File: src/rtl/bpsk_pkg.sv
// Shared BPSK definitions: default sample width, symbol period and the state
// encoding used by both the modulator and the demodulator.
package bpsk_pkg;

  localparam int unsigned DATA_WIDTH = 8;
  localparam int unsigned WAVELENGTH = 16;
  localparam int unsigned PHASE_W    = 16;

  typedef enum logic [1:0] {
    IDLE     = 2'd0,
    PREAMBLE = 2'd1,
    DATA     = 2'd2
  } bpsk_state_e;

endpackage

File: src/rtl/bpsk_modulator_sine_wave.sv
// One-period carrier lookup: amp = sine of phase over WAVELENGTH steps, full
// scale (+max on the positive half, -2^(W-1) on the negative half).
module sine_wave #(
  parameter int unsigned DATA_WIDTH = bpsk_pkg::DATA_WIDTH,
  parameter int unsigned WAVELENGTH = bpsk_pkg::WAVELENGTH
) (
  input  logic [bpsk_pkg::PHASE_W-1:0] phase,
  output logic signed [DATA_WIDTH-1:0] amp
);
  import bpsk_pkg::*;

  localparam int unsigned IW     = (WAVELENGTH > 1) ? $clog2(WAVELENGTH) : 1;
  localparam longint      POS_PK = (longint'(1) <<< (DATA_WIDTH - 1)) - 1;
  localparam longint      NEG_PK = longint'(1) <<< (DATA_WIDTH - 1);

  // Integer rational sine approximation, exact at 0, peaks and zero crossings
  function automatic longint sine_calc(input longint p);
    longint w;
    longint q2;
    longint a;
    longint den;
    w   = longint'(WAVELENGTH);
    q2  = (2 * p < w) ? 2 * p : 2 * p - w;
    a   = q2 * (w - q2);
    den = 5 * w * w - 4 * a;
    if (2 * p < w) return (POS_PK * 16 * a) / den;
    return -((NEG_PK * 16 * a) / den);
  endfunction

  logic signed [DATA_WIDTH-1:0] rom [WAVELENGTH];

  for (genvar i = 0; i < int'(WAVELENGTH); i++) begin : g_rom
    assign rom[i] = DATA_WIDTH'(sine_calc(longint'(i)));
  end

  always_comb begin
    amp = '0;
    if (phase < PHASE_W'(WAVELENGTH)) amp = rom[phase[IW-1:0]];
  end

endmodule

File: src/rtl/bpsk_modulator.sv
// BPSK transmitter: bit handshake into a 1-entry buffer, one carrier sample per
// clock, bit 1 inverts the carrier. Optional preamble via BPSK_PREAMBLE_EN.
module bpsk_modulator #(
  parameter int unsigned DATA_WIDTH   = bpsk_pkg::DATA_WIDTH,
  parameter int unsigned WAVELENGTH   = bpsk_pkg::WAVELENGTH,
  parameter int unsigned PREAMBLE_LEN = 8
) (
  input  logic                         clock,
  input  logic                         reset_n,
  input  logic                         bit_in,
  input  logic                         bit_valid,
  output logic                         bit_ready,
  output logic signed [DATA_WIDTH-1:0] sample,
  output logic                         sample_valid,
  output logic                         symbol_start,
  output logic                         busy
);
  import bpsk_pkg::*;

  localparam int unsigned PW = PHASE_W;
  localparam logic [PW-1:0] LAST_PHASE = PW'(WAVELENGTH - 1);
  localparam logic signed [DATA_WIDTH-1:0] S_MIN = {1'b1, {(DATA_WIDTH-1){1'b0}}};
  localparam logic signed [DATA_WIDTH-1:0] S_MAX = {1'b0, {(DATA_WIDTH-1){1'b1}}};

  if (WAVELENGTH < 4 || PREAMBLE_LEN < 1) begin : g_param_check
    $error("bpsk_modulator: WAVELENGTH must be >= 4 and PREAMBLE_LEN >= 1");
  end

  // Negation that maps the most negative code to the most positive one
  function automatic logic signed [DATA_WIDTH-1:0] neg_sat(
    input logic signed [DATA_WIDTH-1:0] x
  );
    if (x == S_MIN) return S_MAX;
    return -x;
  endfunction

  bpsk_state_e                  state_q, state_d;
  logic [PW-1:0]                phase_q, phase_d;
  logic                         buf_bit_q, buf_bit_d;
  logic                         buf_full_q, buf_full_d;
  logic                         cur_bit_q, cur_bit_d;
  logic signed [DATA_WIDTH-1:0] sample_q, sample_d;
  logic                         sample_valid_q, sample_valid_d;
  logic                         symbol_start_q, symbol_start_d;
  logic signed [DATA_WIDTH-1:0] amp;
  logic                         last_phase;
`ifdef BPSK_PREAMBLE_EN
  localparam logic [PW-1:0] LAST_SYM = PW'(PREAMBLE_LEN - 1);
  logic [PW-1:0]                sym_cnt_q, sym_cnt_d;
`endif

  sine_wave #(
    .DATA_WIDTH (DATA_WIDTH),
    .WAVELENGTH (WAVELENGTH)
  ) u_sine (
    .phase (phase_q),
    .amp   (amp)
  );

  assign last_phase   = (phase_q == LAST_PHASE);
  assign bit_ready    = !buf_full_q;
  assign busy         = (state_q != IDLE);
  assign sample       = sample_q;
  assign sample_valid = sample_valid_q;
  assign symbol_start = symbol_start_q;

  // Next-state, buffer and sample computation
  always_comb begin
    state_d        = state_q;
    phase_d        = phase_q;
    buf_bit_d      = buf_bit_q;
    buf_full_d     = buf_full_q;
    cur_bit_d      = cur_bit_q;
    sample_d       = '0;
    sample_valid_d = 1'b0;
    symbol_start_d = 1'b0;
`ifdef BPSK_PREAMBLE_EN
    sym_cnt_d      = sym_cnt_q;
`endif

    if (bit_valid && !buf_full_q) begin
      buf_bit_d  = bit_in;
      buf_full_d = 1'b1;
    end

    if (state_q != IDLE) begin
      sample_d       = cur_bit_q ? neg_sat(amp) : amp;
      sample_valid_d = 1'b1;
      symbol_start_d = (phase_q == '0);
      phase_d        = last_phase ? '0 : phase_q + PW'(1);
    end

    case (state_q)
      IDLE: begin
        if (buf_full_q) begin
          phase_d = '0;
`ifdef BPSK_PREAMBLE_EN
          state_d   = PREAMBLE;
          sym_cnt_d = '0;
          cur_bit_d = 1'b0;
`else
          state_d    = DATA;
          cur_bit_d  = buf_bit_q;
          buf_full_d = 1'b0;
`endif
        end
      end
`ifdef BPSK_PREAMBLE_EN
      PREAMBLE: begin
        if (last_phase) begin
          if (sym_cnt_q == LAST_SYM) begin
            state_d    = DATA;
            cur_bit_d  = buf_bit_q;
            buf_full_d = 1'b0;
          end else begin
            sym_cnt_d = sym_cnt_q + PW'(1);
            cur_bit_d = !cur_bit_q;
          end
        end
      end
`endif
      DATA: begin
        if (last_phase) begin
          if (buf_full_q) begin
            cur_bit_d  = buf_bit_q;
            buf_full_d = 1'b0;
          end else begin
            state_d = IDLE;
          end
        end
      end
      default: state_d = IDLE;
    endcase
  end

  always_ff @(posedge clock or negedge reset_n) begin
    if (!reset_n) begin
      state_q        <= IDLE;
      phase_q        <= '0;
      buf_bit_q      <= 1'b0;
      buf_full_q     <= 1'b0;
      cur_bit_q      <= 1'b0;
      sample_q       <= '0;
      sample_valid_q <= 1'b0;
      symbol_start_q <= 1'b0;
`ifdef BPSK_PREAMBLE_EN
      sym_cnt_q      <= '0;
`endif
    end else begin
      state_q        <= state_d;
      phase_q        <= phase_d;
      buf_bit_q      <= buf_bit_d;
      buf_full_q     <= buf_full_d;
      cur_bit_q      <= cur_bit_d;
      sample_q       <= sample_d;
      sample_valid_q <= sample_valid_d;
      symbol_start_q <= symbol_start_d;
`ifdef BPSK_PREAMBLE_EN
      sym_cnt_q      <= sym_cnt_d;
`endif
    end
  end

endmodule
File: config.mk
export PLATFORM = sky130hd
export DESIGN_NAME = bpsk_modulator
export DESIGN_NICKNAME = d
export VERILOG_FILES = /design/src/rtl/bpsk_pkg.sv /design/src/rtl/bpsk_modulator_sine_wave.sv /design/src/rtl/bpsk_modulator.sv
export SDC_FILE = /design/constraint.sdc
export NUM_CORES = 1
export LEC_CHECK = 0
export BUFFER_PORTS_ARGS = -buffer_cell sky130_fd_sc_hd__buf_4
export CAP_MARGIN = 15
export CORE_MARGIN = 3
export CORE_UTILIZATION = 46
export CTS_CLUSTER_DIAMETER = 80
export CTS_CLUSTER_SIZE = 40
export DETAILED_ROUTE_END_ITERATION = 16
export GPL_TIMING_DRIVEN = 0
export PLACE_DENSITY = 0.65
export RECOVER_POWER = 25
export SETUP_SLACK_MARGIN = 0.5
export SYNTH_ARGS = -nofsm -noshare
export SYNTH_HDL_FRONTEND = slang
export SYNTH_SLANG_ARGS = --single-unit
File: constraint.sdc
create_clock -name clock -period 2.6 [get_ports clock]
set_input_delay 0.26 -clock clock [delete_from_list [all_inputs] [get_ports clock]]
set_output_delay 0.26 -clock clock [all_outputs]
set_load 0.05 [all_outputs]
==> flow_metrics.env <==
export IMPL_maxCapViolations=0
export IMPL_row_count=22
export IMPL_power_internal_mw=1.76
export IMPL_grt_met3_usage_pct=5.18
export IMPL_yosysTopAreaCellShare_pct=39.7
export IMPL_tritoncts="done"
export IMPL_regToRegSetupSlack_ns=0.42
export IMPL_grt_util_all_layers_pct=21.2
export IMPL_synth_compound_area_share_pct=23.1
export IMPL_insertion_delay_ns=0.29
export IMPL_finalCritPeriodShare_pct=83.9
export IMPL_grt_pass1_wl_mm=8.32
export IMPL_p_sw_mw=1.50
export IMPL_path_clk_slew_ns=0.06
export IMPL_fillCellCount=318
export IMPL_vias_per_cell=6.10
export IMPL_multi_input_area_sq_um=1190
export IMPL_routabilityCongestion=0.845
export IMPL_async_flop_share_pct=100
export IMPL_overflow=0
export IMPL_finalHoldViolations=0
export IMPL_path_max_fanout=6
export IMPL_hp_class="input pin to register"
export IMPL_critPathKind="register to register"
export IMPL_synth_edff_count=0
export IMPL_cp_arrival_ns=2.41
export IMPL_reg2reg_from="phase_q[1]"
export IMPL_antenna_found_initial=0
export IMPL_power_leakage_nw=1.02
export IMPL_htreeDepth=2
export IMPL_grt_busiest_layer="met2"
export IMPL_fin_nets=254
export IMPL_grt_pass1_vias=1683
export IMPL_synth_fa_ha_area_share_pct=5.29
export IMPL_dpl_cell_area_sq_um=2100
export IMPL_drtAntennaViolNets=0
export IMPL_crit_required_ns=2.83
export IMPL_fp_coreArea_sq_um=3800
export IMPL_p_comb_share_pct=67.5
export IMPL_synth_area_per_cell_sq_um=9.01
export IMPL_cts_buffers_inserted=5
export IMPL_io_buffer_count=15
export IMPL_synthesis_area_sq_um=1890
export IMPL_rsz0062_at_grt="true"
export IMPL_hold_start="bit_in"
export IMPL_ioPinCount=16
export IMPL_die_w_um=70.1
export IMPL_finish_instance_area_sq_um=2440
export IMPL_dieHeight_um=70.1
export IMPL_drive_above_1_share_pct=31.3
export IMPL_syn_nets=222
export IMPL_grt_use_met2_pct=33.4
export IMPL_p_clk_share_pct=12.2
export IMPL_cts_max_path_buffers=2
export IMPL_synth_top_area_cell="dfrtp_1"
export IMPL_hold_end="buf_bit_q"
export IMPL_syn_inst=210
export IMPL_setup_viol=0
export IMPL_clock_fmax_ghz=0.458
export IMPL_vias=1776
export IMPL_grt_max_degree=31
export IMPL_crit_path_end_kind="register"
export IMPL_first_iter_violations=120
export IMPL_powerDensity_nw_per_um2=1340
export IMPL_yosysSeqAreaShare_pct=39.7
export IMPL_ys_warn_count=0
export IMPL_layout_min_cycle_time_ns=2.18
export IMPL_yosys_area_share_simple_pct=20.8
export IMPL_drtPass1Iterations=4
export IMPL_design_die_area_sq_um=4920
export IMPL_hpwl_mm=3.23
export IMPL_worst_r2r_endpoint="sample[6]"
export IMPL_use_met1_pct=28.3
export IMPL_slew_viol_final=0
export IMPL_synth_top_family_by_area="compound AO/OA/AOI/OAI gates"
export IMPL_wire_per_inst_um=16.9
export IMPL_startpoint_type="register"
export IMPL_synth_xor_area_share_pct=0.463
export IMPL_flow_area_growth_from_synthesis_pct=28.8
export IMPL_cts_sinks=30
export IMPL_initial_core_util_pct=49.8
export IMPL_ys_types=50
export IMPL_drc=0
export IMPL_ys_seq_elements=30
export IMPL_diodes=0
export IMPL_switching_share_pct=46.1
export IMPL_tns_ns=0
export IMPL_ir_worst_vdd_v=0.000975
export IMPL_min_path_cells=2
export IMPL_clockRootBuffer="clkbuf_8"
export IMPL_synth_top_cells_by_area="dfrtp_1 40%, o21ai_0 6.9%, ha_1 5.3%"
export IMPL_pwr_share_seq_pct=20.3
export IMPL_yosys_most_used_dff="dfrtp_1"
export IMPL_outcome="complete, no violations"
export IMPL_rr_worst_depth=10
export IMPL_synth_mux_area_fraction_pct=5.49
export IMPL_finalWirelength_mm=4.90
export IMPL_regArea_sq_um=753
export IMPL_slew_headroom_pct=69.0
export IMPL_finClkSkew_ns=0.00529
export IMPL_worstMarginPinSlew_ns=0.463
==> power groups by stage <==
stage / Sequential [mW] / Clock [mW] / Combinational [mW]
after floorplan: 0.914 / 0 / 1.18
after global placement: 0.669 / 0 / 1.76
after detailed placement: 0.676 / 0 / 1.81
after CTS: 0.662 / 0.396 / 2.09
after global routing: 0.675 / 0.423 / 2.38
final: 0.663 / 0.397 / 2.20
==> routing by layer <==
metal	wire length [um]	vias to the layer above
met5	0	-
met4	90	0
li1	-	836
met1	2180	875
met2	2340	55
met3	297	10
==> flip-flops by register name (all words and copies together) (netlist names) <==
register,count
cur_bit_q,1
state_q,1
buf_bit_q,1
symbol_start,1
buf_full_q,1
phase_q,16
sample_valid,1
sample,8
==> metrics by stage <==
step / hold WS [ns] / power (mW) / cells / util (%) / setup slack (ns)
2_1_floorplan: -0.0356 / 2.09 / 210 / - / 0.494
3_3_place_gp: 0.210 / 2.43 / 273 / 55.4 / 0.287
3_5_place_dp: 0.219 / 2.49 / 273 / 55.4 / 0.225
4_1_cts: 0.210 / 3.15 / 290 / 62.7 / 0.474
5_1_grt: 0.221 / 3.48 / 291 / 64.1 / 0.360
6_report: 0.210 / 3.26 / 291 / 64.1 / 0.419
==> cells in the final DEF, fill, tap and decap left out, types with 3 or more instances in the layout <==
| cell | synthesis | final |
|---|---|---|
| buf_4 | 1 | 22 |
| nand4_1 | 4 | 4 |
| nor2_1 | 14 | 14 |
| a21oi_1 | 11 | 10 |
| mux2i_1 | 4 | 3 |
| clkbuf_8 | 0 | 8 |
| nor2b_1 | 4 | 4 |
| dfrtp_1 | 30 | 28 |
| ha_1 | 8 | 3 |
| o21ai_0 | 26 | 25 |
| o31ai_1 | 8 | 7 |
| nor4_4 | 0 | 3 |
| inv_1 | 6 | 3 |
| clkbuf_1 | 6 | 4 |
| buf_2 | 4 | 3 |
| buf_6 | 1 | 5 |
| nand2_1 | 21 | 19 |
| a31oi_1 | 6 | 6 |
| ha_4 | 0 | 4 |
| nand3_1 | 10 | 9 |
==> kinds of logic after synthesis <==
family	after synthesis
AND/OR/NAND/NOR	74
AO/OA/AOI/OAI	68
flip-flops	30
buffers and inverters	21
multiplexers	8
adder cells (fa/ha/maj)	8
XOR/XNOR	1
==> synth_stat cells (all sizes together) (2+ instances only) <==
master  count
o31ai       8
buf         6
nand3      10
and2        4
ha          8
nor4        5
clkbuf      8
nor2       14
dfrtp      30
nor2b       4
inv         6
a41oi       2
a31oi       6
o21ai      26
nor3        4
nand3b      2
nand2b      2
and3        2
mux2        3
o311a       2
nand2      21
mux2i       4
a21oi      12
nand4       4
==> critical path, cell delays in order (launching register included) <==
cell	delay, ns
dfrtp_2	0.39
clkbuf_8	0.15
inv_6	0.04
ha_4	0.14
mux4_2	0.50
nand2_2	0.12
ha_4	0.18
o211ai_1	0.10
o22ai_1	0.19
a2bb2oi_2	0.19
o21a_1	0.13
==> cell type report <==
| class | count | share of cell area, % |
|---|---|---|
| Clock inverter | 1 | 0.205 |
| Multi-Input combinational cell | 159 | 48.9 |
| Timing Repair Buffer | 25 | 8.27 |
| Inverter | 7 | 1.49 |
| Buffer | 14 | 4.16 |
| Tap cell | 48 | 2.47 |
| Clock buffer | 7 | 3.54 |
| Sequential cell | 30 | 30.9 |
==> timing repair <==
action                                 in CTS  in global routing
setup buffers                               8                  1
endpoints found under the hold margin      30                  0
gates resized for setup                    22                 16
hold buffers                                1                  0
pin swaps                                   6                  6
setup endpoints to repair                  10                 18
==> worst max-delay path by stage <==
stage	start	to	depth (start not counted)
5_1_grt	phase_q[0]	sample[6]	10
2_1_floorplan	phase_q[1]	sample[6]	10
4_1_cts	phase_q[1]	sample[6]	10
3_5_place_dp	phase_q[1]	sample[6]	10
3_3_place_gp	phase_q[1]	sample[6]	10
6_report	phase_q[1]	sample[6]	10
(Power assumes the default switching activity.)
